## src/rtl/result_drain_pkg.sv

```systemverilog
// Shared types and geometry helpers for the result tile drain engine.
package result_drain_pkg;

   typedef enum logic {
      IDLE = 1'b0,
      SEND = 1'b1
   } rd_state_t;

   function automatic int ceil_div(input int a, input int b);
      return (a + b - 1) / b;
   endfunction

   function automatic int max_int(input int a, input int b);
      return (a > b) ? a : b;
   endfunction

   // Row-major stores one line per row; col-major stores one line per column.
   function automatic int lines_per_tile(input int rows, input int cols, input logic cm);
      return cm ? cols : rows;
   endfunction

   function automatic int line_len(input int rows, input int cols, input logic cm);
      return cm ? rows : cols;
   endfunction

   function automatic int chunks_per_line(input int rows, input int cols, input int lanes,
                                          input logic cm);
      return ceil_div(line_len(rows, cols, cm), lanes);
   endfunction

endpackage

```

## src/rtl/result_drain_addr_gen.sv

```systemverilog
// Line/chunk counters and running write address for the drain engine.
import result_drain_pkg::*;

module result_drain_addr_gen #(
   parameter int ROWS   = 4,
   parameter int COLS   = 4,
   parameter int AWIDTH = 16,
   parameter int LANES  = 1,
   parameter int CW     = 3
) (
   input  logic              clk,
   input  logic              rst_n,
   input  logic              i_load,
   input  logic              i_adv,
   input  logic              i_col_major,
   input  logic [AWIDTH-1:0] i_base,
   input  logic [AWIDTH-1:0] i_stride,
   output logic [AWIDTH-1:0] o_addr,
   output logic [CW-1:0]     o_l_nxt,
   output logic [CW-1:0]     o_k_nxt,
   output logic              o_last
);

   localparam int NL_RM = lines_per_tile(ROWS, COLS, 1'b0);
   localparam int NL_CM = lines_per_tile(ROWS, COLS, 1'b1);
   localparam int NK_RM = chunks_per_line(ROWS, COLS, LANES, 1'b0);
   localparam int NK_CM = chunks_per_line(ROWS, COLS, LANES, 1'b1);

   logic [CW-1:0]     r_l, r_k, w_l_nxt, w_k_nxt, w_nl_m1, w_nk_m1;
   logic [AWIDTH-1:0] r_line, r_addr, r_stride, w_line_nxt, w_addr_nxt, w_stride_nxt;

   assign w_nl_m1 = i_col_major ? CW'(NL_CM - 1) : CW'(NL_RM - 1);
   assign w_nk_m1 = i_col_major ? CW'(NK_CM - 1) : CW'(NK_RM - 1);
   assign o_last  = (r_l == w_nl_m1) && (r_k == w_nk_m1);

   // r_line tracks base + L*stride so no multiplier is needed.
   always_comb begin
      w_l_nxt      = r_l;
      w_k_nxt      = r_k;
      w_line_nxt   = r_line;
      w_addr_nxt   = r_addr;
      w_stride_nxt = r_stride;
      if (i_load) begin
         w_l_nxt      = '0;
         w_k_nxt      = '0;
         w_line_nxt   = i_base;
         w_addr_nxt   = i_base;
         w_stride_nxt = i_stride;
      end else if (i_adv) begin
         if (o_last) begin
            w_l_nxt      = '0;
            w_k_nxt      = '0;
            w_line_nxt   = '0;
            w_addr_nxt   = '0;
            w_stride_nxt = '0;
         end else if (r_k == w_nk_m1) begin
            w_k_nxt    = '0;
            w_l_nxt    = r_l + CW'(1);
            w_line_nxt = r_line + r_stride;
            w_addr_nxt = r_line + r_stride;
         end else begin
            w_k_nxt    = r_k + CW'(1);
            w_addr_nxt = r_addr + AWIDTH'(LANES);
         end
      end
   end

   always_ff @(posedge clk) begin
      if (!rst_n) begin
         r_l      <= '0;
         r_k      <= '0;
         r_line   <= '0;
         r_addr   <= '0;
         r_stride <= '0;
      end else begin
         r_l      <= w_l_nxt;
         r_k      <= w_k_nxt;
         r_line   <= w_line_nxt;
         r_addr   <= w_addr_nxt;
         r_stride <= w_stride_nxt;
      end
   end

   assign o_addr  = r_addr;
   assign o_l_nxt = w_l_nxt;
   assign o_k_nxt = w_k_nxt;

endmodule

```

## src/rtl/result_drain.sv

```systemverilog
// Streams a captured systolic result tile out as addressed, strobed write beats.
//   state | meaning
//   IDLE  | waiting for result_valid; captures tile and addressing on it
//   SEND  | presenting beats, advancing on wr_valid && wr_ready
import result_drain_pkg::*;

module result_drain #(
   parameter int ROWS   = 4,
   parameter int COLS   = 4,
   parameter int DWIDTH = 16,
   parameter int AWIDTH = 16,
   parameter int LANES  = 1
) (
   input  logic                        clk,
   input  logic                        rst_n,
   input  logic [ROWS*COLS*DWIDTH-1:0] result,
   input  logic                        result_valid,
   input  logic [AWIDTH-1:0]           base_addr,
   input  logic [AWIDTH-1:0]           row_stride,
   input  logic                        col_major,
   output logic                        wr_valid,
   input  logic                        wr_ready,
   output logic [AWIDTH-1:0]           wr_addr,
   output logic [LANES*DWIDTH-1:0]     wr_data,
   output logic [LANES-1:0]            wr_strb,
   output logic                        busy,
   output logic                        done,
   output logic                        overrun
);

   localparam int NE   = ROWS * COLS;
   localparam int TW   = NE * DWIDTH;
   localparam int LW   = LANES * DWIDTH;
   localparam int MAXD = max_int(ROWS, COLS);
   localparam int CW   = $clog2(MAXD + 1);

   rd_state_t         r_state, w_state_nxt;
   logic [TW-1:0]     r_tile, w_tile_src;
   logic              r_col_major, w_cm_src;
   logic              r_wr_valid, r_busy, r_done, r_overrun;
   logic [LW-1:0]     r_wr_data, w_lane_data;
   logic [LANES-1:0]  r_wr_strb, w_lane_strb;
   logic              w_capture, w_accept, w_last;
   logic [CW-1:0]     w_l_nxt, w_k_nxt;
   logic [AWIDTH-1:0] w_addr;

   assign w_capture  = (r_state == IDLE) && result_valid;
   assign w_accept   = (r_state == SEND) && r_wr_valid && wr_ready;
   // The first beat is built straight from the inputs so it is valid the cycle after capture.
   assign w_tile_src = w_capture ? result : r_tile;
   assign w_cm_src   = w_capture ? col_major : r_col_major;

   result_drain_addr_gen #(
      .ROWS   (ROWS),
      .COLS   (COLS),
      .AWIDTH (AWIDTH),
      .LANES  (LANES),
      .CW     (CW)
   ) u_addr_gen (
      .clk         (clk),
      .rst_n       (rst_n),
      .i_load      (w_capture),
      .i_adv       (w_accept),
      .i_col_major (w_cm_src),
      .i_base      (base_addr),
      .i_stride    (row_stride),
      .o_addr      (w_addr),
      .o_l_nxt     (w_l_nxt),
      .o_k_nxt     (w_k_nxt),
      .o_last      (w_last)
   );

   always_comb begin
      w_state_nxt = r_state;
      case (r_state)
         IDLE:    if (result_valid) w_state_nxt = SEND;
         SEND:    if (w_accept && w_last) w_state_nxt = IDLE;
         default: w_state_nxt = IDLE;
      endcase
   end

   // Lane mux for the beat that will be presented after this edge.
   always_comb begin
      int v_ll;
      int v_i;
      int v_e;
      w_lane_data = '0;
      w_lane_strb = '0;
      v_ll = w_cm_src ? ROWS : COLS;
      v_i  = 0;
      v_e  = 0;
      for (int k = 0; k < LANES; k++) begin
         v_i = int'(w_k_nxt) * LANES + k;
         if (v_i < v_ll) begin
            v_e = w_cm_src ? (v_i * COLS + int'(w_l_nxt)) : (int'(w_l_nxt) * COLS + v_i);
            w_lane_data = w_lane_data |
                          (LW'(DWIDTH'(w_tile_src >> ((NE - 1 - v_e) * DWIDTH))) << (k * DWIDTH));
            w_lane_strb = w_lane_strb | (LANES'(1) << k);
         end
      end
   end

   always_ff @(posedge clk) begin
      if (!rst_n) r_state <= IDLE;
      else        r_state <= w_state_nxt;
   end

   always_ff @(posedge clk) begin
      if (!rst_n) begin
         r_tile      <= '0;
         r_col_major <= 1'b0;
         r_wr_valid  <= 1'b0;
         r_busy      <= 1'b0;
         r_done      <= 1'b0;
         r_overrun   <= 1'b0;
         r_wr_data   <= '0;
         r_wr_strb   <= '0;
      end else begin
         r_wr_valid <= (w_state_nxt == SEND);
         r_busy     <= (w_state_nxt == SEND);
         r_done     <= w_accept && w_last;
         r_overrun  <= (r_state == SEND) && result_valid;
         if (w_capture) begin
            r_tile      <= result;
            r_col_major <= col_major;
         end
         if (w_capture || (w_accept && !w_last)) begin
            r_wr_data <= w_lane_data;
            r_wr_strb <= w_lane_strb;
         end else if (w_accept) begin
            r_wr_data <= '0;
            r_wr_strb <= '0;
         end
      end
   end

   assign wr_valid = r_wr_valid;
   assign wr_addr  = w_addr;
   assign wr_data  = r_wr_data;
   assign wr_strb  = r_wr_strb;
   assign busy     = r_busy;
   assign done     = r_done;
   assign overrun  = r_overrun;

endmodule

```

## config.mk

```make
export PLATFORM = sky130hd
export DESIGN_NAME = result_drain
export DESIGN_NICKNAME = d
export VERILOG_FILES = /design/src/rtl/result_drain_pkg.sv /design/src/rtl/result_drain_addr_gen.sv /design/src/rtl/result_drain.sv
export SDC_FILE = /design/constraint.sdc
export NUM_CORES = 1
export LEC_CHECK = 0
export CORE_UTILIZATION = 56
export CTS_CLUSTER_DIAMETER = 80
export CTS_CLUSTER_SIZE = 24
export DETAILED_ROUTE_END_ITERATION = 7
export PLACE_DENSITY = 0.92
export SETUP_SLACK_MARGIN = 0.02
export SYNTH_ARGS = -nofsm -noshare
export SYNTH_HDL_FRONTEND = slang
export SYNTH_SLANG_ARGS = --single-unit
```

## constraint.sdc

```tcl
create_clock -name clk -period 8.59 [get_ports clk]
set_input_delay 1.2885 -clock clk [delete_from_list [all_inputs] [get_ports clk]]
set_output_delay 1.2885 -clock clk [all_outputs]
set_load 0.02 [all_outputs]
```

==> impl_metrics.json, run 1 <==
{
  "status": "complete, no violations",
  "grt_pass1_vias": 14640,
  "cap_violations": 0,
  "ys_top_cells_by_count": "nand2_1, dfxtp_1, a21oi_1",
  "path_max_fanout": 47,
  "cpPeakStageDelay_ps": 950,
  "tns_ps": 0,
  "max_freq_mhz": 176.4,
  "skew_ps": 22.79,
  "synthDistinctLibCells": 67,
  "wirelength_um": 53660,
  "chipHeight_um": 168.8,
  "final.setup.worst_slack_ps": 2921,
  "antenna_found_initial": 1,
  "area_growth_syn_to_layout_pct": 24.63,
  "synth_top_area_share_pct": 42.53,
  "drt_first_pass_iters": 7,
  "drive_gt1_share_pct": 2.781,
  "hold_viol": 0,
  "grt_start_max_net_pins": 262,
  "min_period_over_period_pct": 66.00,
  "synthFlopType": "dfxtp_1",
  "grt-ovfl-total": 0,
  "htreeDepth": 1,
  "wl_per_cell_um": 20.34,
  "slew_violations": 0,
  "port_buffers": 329,
  "start_util_pct": 57.49,
  "yosysTopAreaCell": "dfxtp_1",
  "synth.avg_cell_area_sq_um": 7.552,
  "rows": 60,
  "io_pins": 330,
  "hp-class": "reg -> reg",
  "critical-path-slowest-cell": "mux2_2",
  "startpoint": "u_addr_gen.r_k[0]",
  "drtIter0Drc": 2393,
  "timing.final.crit_period_ps": 5669,
  "postSynthNetCount": 2380,
  "cp.arrival_ps": 6060,
  "synth_area_sq_um": 15580,
  "stdcell_area_sq_um": 19420,
  "netlist_instances": 2063,
  "crit-reg2reg-capture": "wr_data[11]",
  "yosys_warnings": 0,
  "synthTopCellsByArea": "dfxtp_1, nand2_1, a21oi_1",
  "clk_pin_slew_ps": 100,
  "coreArea_sq_um": 27100,
  "min_to": "r_tile[236]",
  "place_hpwl_um": 37680,
  "hp-start": "r_tile[236]",
  "r2r_slack_ps": 2920,
  "cts_hold_buf": 0,
  "ir_drop_mv": 0.1070,
  "cts_made_buffers": 18,
  "slew_headroom_pct": 13.20,
  "grt_pass1_wl_um": 80940,
  "cts_resized": 0,
  "critical_path_class": "reg -> reg",
  "place.gp.congestion": 0.9538,
  "ctsRootBufferMaster": "clkbuf_16",
  "synth_most_common_cell": "nand2_1",
  "reg2reg_depth": 14,
  "post_cts_buffers": 0,
  "cp-end-kind": "flip-flop",
  "num_vias": 16355,
  "fin_nets": 2579,
  "ys_ff_latch": 331,
  "start_kind": "flip-flop",
  "grt_use_total_pct": 36.17,
  "post-route-util_pct": 71.65,
  "cts_tree": "yes",
  "required_ps": 8990,
  "dieWidth_um": 168.8,
  "drc": 0,
  "r2r-start": "u_addr_gen.r_k[0]",
  "ys_seq_area_share_pct": 42.53,
  "post_dp_cell_area_sq_um": 18850,
  "rsz0062_at_grt": "no",
  "ys_async_sr_fraction_pct": 0,
  "cpMostUsedCell": "ha_1",
  "clockBufferDepth": 3,
  "clkLatencyLatePin_ps": 530,
  "cts_sinks": 331,
  "via_per_inst": 6.200,
  "setup_viol": 0,
  "pre_cts_ws_ps": 2478,
  "synth_edf_count": 0,
  "cp_cell_sequence": "ha_1 -> nor2b_1 -> o211a_1 -> or2_0 -> inv_1 -> ha_1 -> ha_1 -> mux2_2 -> nand2_1 -> o22a_1 -> o21ai_0 -> a31oi_1 -> o211ai_1 -> nand4_1",
  "p_leak_uw": 0.007028,
  "drtAntennaViolNets": 0,
  "tightest_slew_ps": 1297,
  "whs_path_depth": 2,
  "timing.hold.ws_ps": 456.9,
  "p_per_area_nw_per_um2": 170.1,
  "dieArea_sq_um": 28490
}
[per-layer routing]
metal  global-route usage, %  wire, um
met1                   47.10     20490
met2                   59.85     25440
met3                   4.629      5115
met4                   16.56      2616
met5                       0         0
[logic make-up (layout without fill, tap and decap cells)]
logic type                 count (synthesis)  in the layout  share of synthesized area [%]
other                                      0              1                              0
muxes                                     73             73                          4.834
and+or+nand+nor                          911            911                          23.82
DFF                                      331            331                          42.53
AOI/OAI and AO/OA                        533            533                          21.07
buffers and inverters                    170            372                          4.594
xor gates and xnor gates                  21             21                          1.181
adders and majority gates                 24             24                          1.976
[how the worst max path moves through the flow]
stage                     cells past startpoint  slack [ps]           to
after floorplan                              16        4450   wr_data[3]
after global placement                       13        2530  wr_data[11]
after detailed placement                     13        2480  wr_data[11]
after CTS                                    13        2990  wr_data[11]
after global routing                         14        2560  wr_data[11]
final                                        14        2920  wr_data[11]
[flip-flops by register name (all words and copies together) (netlist names)]
signal               cells
busy                     1
done                     1
overrun                  1
r_col_major              1
r_tile                 256
u_addr_gen.o_addr       16
u_addr_gen.r_k           3
u_addr_gen.r_l           3
u_addr_gen.r_line       16
u_addr_gen.r_stride     16
wr_data                 16
wr_strb                  1
[metrics by stage]
| stage | cells | total power, uW |
|---|---|---|
| after floorplan | 2063 | 2038 |
| after global placement | 2614 | 2316 |
| after detailed placement | 2614 | 2331 |
| after CTS | 2637 | 3283 |
| after global routing | 2637 | 3398 |
| final | 2638 | 3303 |
[layout make-up]
| cell class | instances | area [sq um] |
|---|---|---|
| tap | 372 | 465.4 |
| sequential | 331 | 6626 |
| clock inverter | 4 | 85.08 |
| antenna | 1 | 2.502 |
| clock buffer | 19 | 475.5 |
| multi-input combinational | 1562 | 8313 |
| fill | 2112 | 7684 |
| inverter | 7 | 33.78 |
| timing repair buffer | 342 | 3416 |
[worst max-delay path, delay by kind of cell (launching register included)]
kind                     cells  cell delay (ps)
AO/OA/AOI/OAI                5             1000
adder cells (fa/ha/maj)      3              860
buffers and inverters        1              170
flip-flops                   1              410
multiplexers                 1              950
AND/OR/NAND/NOR              4             2130
[placed cells by master (no fill, tap or decap), types with 4 or more instances in the layout]
cell type,instances
nand2_1,671
a222oi_1,11
ha_1,23
clkdlybuf4s50_1,329
nor3_1,13
clkbuf_16,19
nor2b_1,4
a221oi_1,9
o21ai_0,19
mux2i_1,67
or2_2,4
inv_1,6
and3_1,8
a32oi_1,12
o22ai_1,18
a311oi_1,4
nand2b_1,5
xor2_1,6
dfxtp_1,331
a31oi_1,29
mux2_2,4
a21o_1,5
a21oi_1,297
a211o_1,12
o211ai_1,21
o31ai_1,4
xnor2_1,15
nor2_1,109
buf_4,11
nand3_1,42
nand4_1,32
a22oi_1,37
and2_1,6
o311ai_0,13
o21a_1,5
o221ai_1,13
[report_power, final]
part	internal, uW	total [uW]	switching, uW
registers	1630	1700	72.7
logic	276	615	339
clock network	466	989	523
total	2370	3300	935
No activity file was read; power rests on OpenSTA's default activity.
==> inputs of run 2 (changes only) <==
--- a/config.mk
+++ b/config.mk
@@ -5,11 +5,11 @@
 export SDC_FILE = /design/constraint.sdc
 export NUM_CORES = 1
 export LEC_CHECK = 0
-export CORE_UTILIZATION = 56
+export CORE_UTILIZATION = 47
 export CTS_CLUSTER_DIAMETER = 80
 export CTS_CLUSTER_SIZE = 24
 export DETAILED_ROUTE_END_ITERATION = 7
-export PLACE_DENSITY = 0.92
+export PLACE_DENSITY = 0.83
 export SETUP_SLACK_MARGIN = 0.02
 export SYNTH_ARGS = -nofsm -noshare
 export SYNTH_HDL_FRONTEND = slang
==> constraint.sdc (replaced) <==
create_clock -name clk -period 5.15 [get_ports clk]
set_input_delay 0.7725 -clock clk [delete_from_list [all_inputs] [get_ports clk]]
set_output_delay 0.7725 -clock clk [all_outputs]
set_load 0.02 [all_outputs]
==> impl_metrics.json, run 2 (synthesis results as in run 1) <==
{
  "largest_register_ff_count": 256,
  "rows": 66,
  "drive_gt1_share_pct": 3.506,
  "clockBufferDepth": 3,
  "top_register": "r_tile",
  "pre_cts_ws_ps": 131.1,
  "dieWidth_um": 184.1,
  "post_cts_buffers": 0,
  "tns_ps": 0,
  "cpMostUsedCell": "ha_1",
  "cpPeakStageDelay_ps": 820,
  "min_period_over_period_pct": 87.83,
  "fill_cells": 2949,
  "wl_per_cell_um": 20.39,
  "place_hpwl_um": 39860,
  "drc": 0,
  "grt-ovfl-total": 0,
  "max_freq_mhz": 221.1,
  "start_kind": "input pin",
  "io_pins": 330,
  "place.gp.congestion": 0.9412,
  "cts_hold_buf": 0,
  "slew_violations": 0,
  "area_growth_syn_to_layout_pct": 26.20,
  "start_util_pct": 47.88,
  "cp.arrival_ps": 4940,
  "multiInputGateArea_sq_um": 8313,
  "crit_family": "simple AND/OR/NAND/NOR gates",
  "path_max_fanout": 36,
  "clkLatencyLatePin_ps": 550,
  "dieArea_sq_um": 33880,
  "cts_tree": "yes",
  "skew_ps": 36.18,
  "cts_made_buffers": 19,
  "drt_first_pass_iters": 5,
  "drtAntennaViolNets": 0,
  "ir_drop_mv": 0.2516,
  "setup_viol": 0,
  "critPathBufInv": 2,
  "required_ps": 5570,
  "coreArea_sq_um": 32540,
  "clk_pin_slew_ps": 100,
  "grt_use_total_pct": 31.62,
  "total_power_uw": 5542,
  "chipHeight_um": 184.1,
  "cts_resized": 0,
  "p_leak_uw": 0.007118,
  "hp-class": "reg -> reg",
  "grt_start_max_net_pins": 208,
  "status": "complete, no violations",
  "slew_headroom_pct": 17.48,
  "cp-end-kind": "flip-flop",
  "ff_latch_area_sq_um": 6626,
  "p_per_area_nw_per_um2": 281.9,
  "rsz0062_at_grt": "no",
  "layout.cells.most_common": "nand2_1",
  "num_vias": 16130,
  "wirelength_um": 55560,
  "post-route-util_pct": 60.43,
  "grt_pass1_wl_um": 83320,
  "cap_violations": 0,
  "cp_cell_sequence": "clkdlybuf4s50_1 -> nand4b_2 -> and3_1 -> or2_2 -> ha_1 -> ha_1 -> mux2i_1 -> nor2_4 -> nand2_1 -> a2bb2oi_4 -> buf_12 -> o21ai_0 -> a31oi_1 -> o211ai_1 -> nand4_1",
  "antenna_found_initial": 1,
  "hold_viol": 0,
  "timing.final.crit_period_ps": 4523,
  "via_per_inst": 5.919,
  "drtIter0Drc": 1659,
  "ctsRootBufferMaster": "clkbuf_16",
  "grt_pass1_vias": 15040,
  "htreeDepth": 1,
  "tightest_slew_ps": 1233,
  "final.setup.worst_slack_ps": 627.0,
  "final_cell_mix": "nand2_1, dfxtp_1, clkdlybuf4s50_1",
  "cts_sinks": 331,
  "critical_path_class": "in -> reg",
  "critical-path-slowest-cell": "nor2_4",
  "port_buffers": 329,
  "fin_nets": 2594
}
[run 2: worst register-to-register path, stage by stage (launching register included)]
cell	delay [ps]
dfxtp_1	640
nand4b_2	330
and3_1	300
or2_2	300
ha_1	210
ha_1	330
mux2i_1	180
nor2_4	820
nand2_1	220
a2bb2oi_4	260
buf_12	210
o21ai_0	170
a31oi_1	60
o211ai_1	100
nand4_1	130
[run 2: final cells by class]
class	instances	share of cell area [%]
Clock buffer	19	2.418
Clock inverter	7	0.5091
Tap cell	442	2.813
Sequential cell	331	33.70
Multi-Input combinational cell	1562	42.28
Antenna cell	1	0.01273
Timing Repair Buffer	356	18.10
Inverter	7	0.1718
[run 2: power by group]
group,switching (uW),total [uW],leakage (uW),internal (uW)
clock network,914,1660,0.000282,746
registers,116,2830,0.00272,2710
logic,585,1050,0.00412,470
[run 2: metrics by stage]
step                cell area (sq um)  hold slack (ps)  instances
finish                          19660            458.0       2725
global route                    19660            479.4       2725
CTS                             19660            459.7       2724
detailed placement              19080            446.5       2698
global placement                19080            440.9       2698
floorplan                       15580            433.2       2063
[run 2: path summary, 6_finish.rpt]
path / start / to / depth (start not counted) / slack (ps)
min: r_tile[64] / r_tile[64] / 2 / 460
max: wr_ready / wr_data[0] / 15 / 630
min reg2reg: r_tile[64] / r_tile[64] / 2 / 460
max reg2reg: busy / wr_data[0] / 14 / 780
[run 2: layer usage]
layer  global-route usage, %  up-vias  share of wire [%]
met2                   51.41      832                 46
met5                       0        -                  0
met4                   14.80        0                4.9
li1                        -     7542                  -
met1                   40.93     7612                 41
met3                   5.091      144                8.7
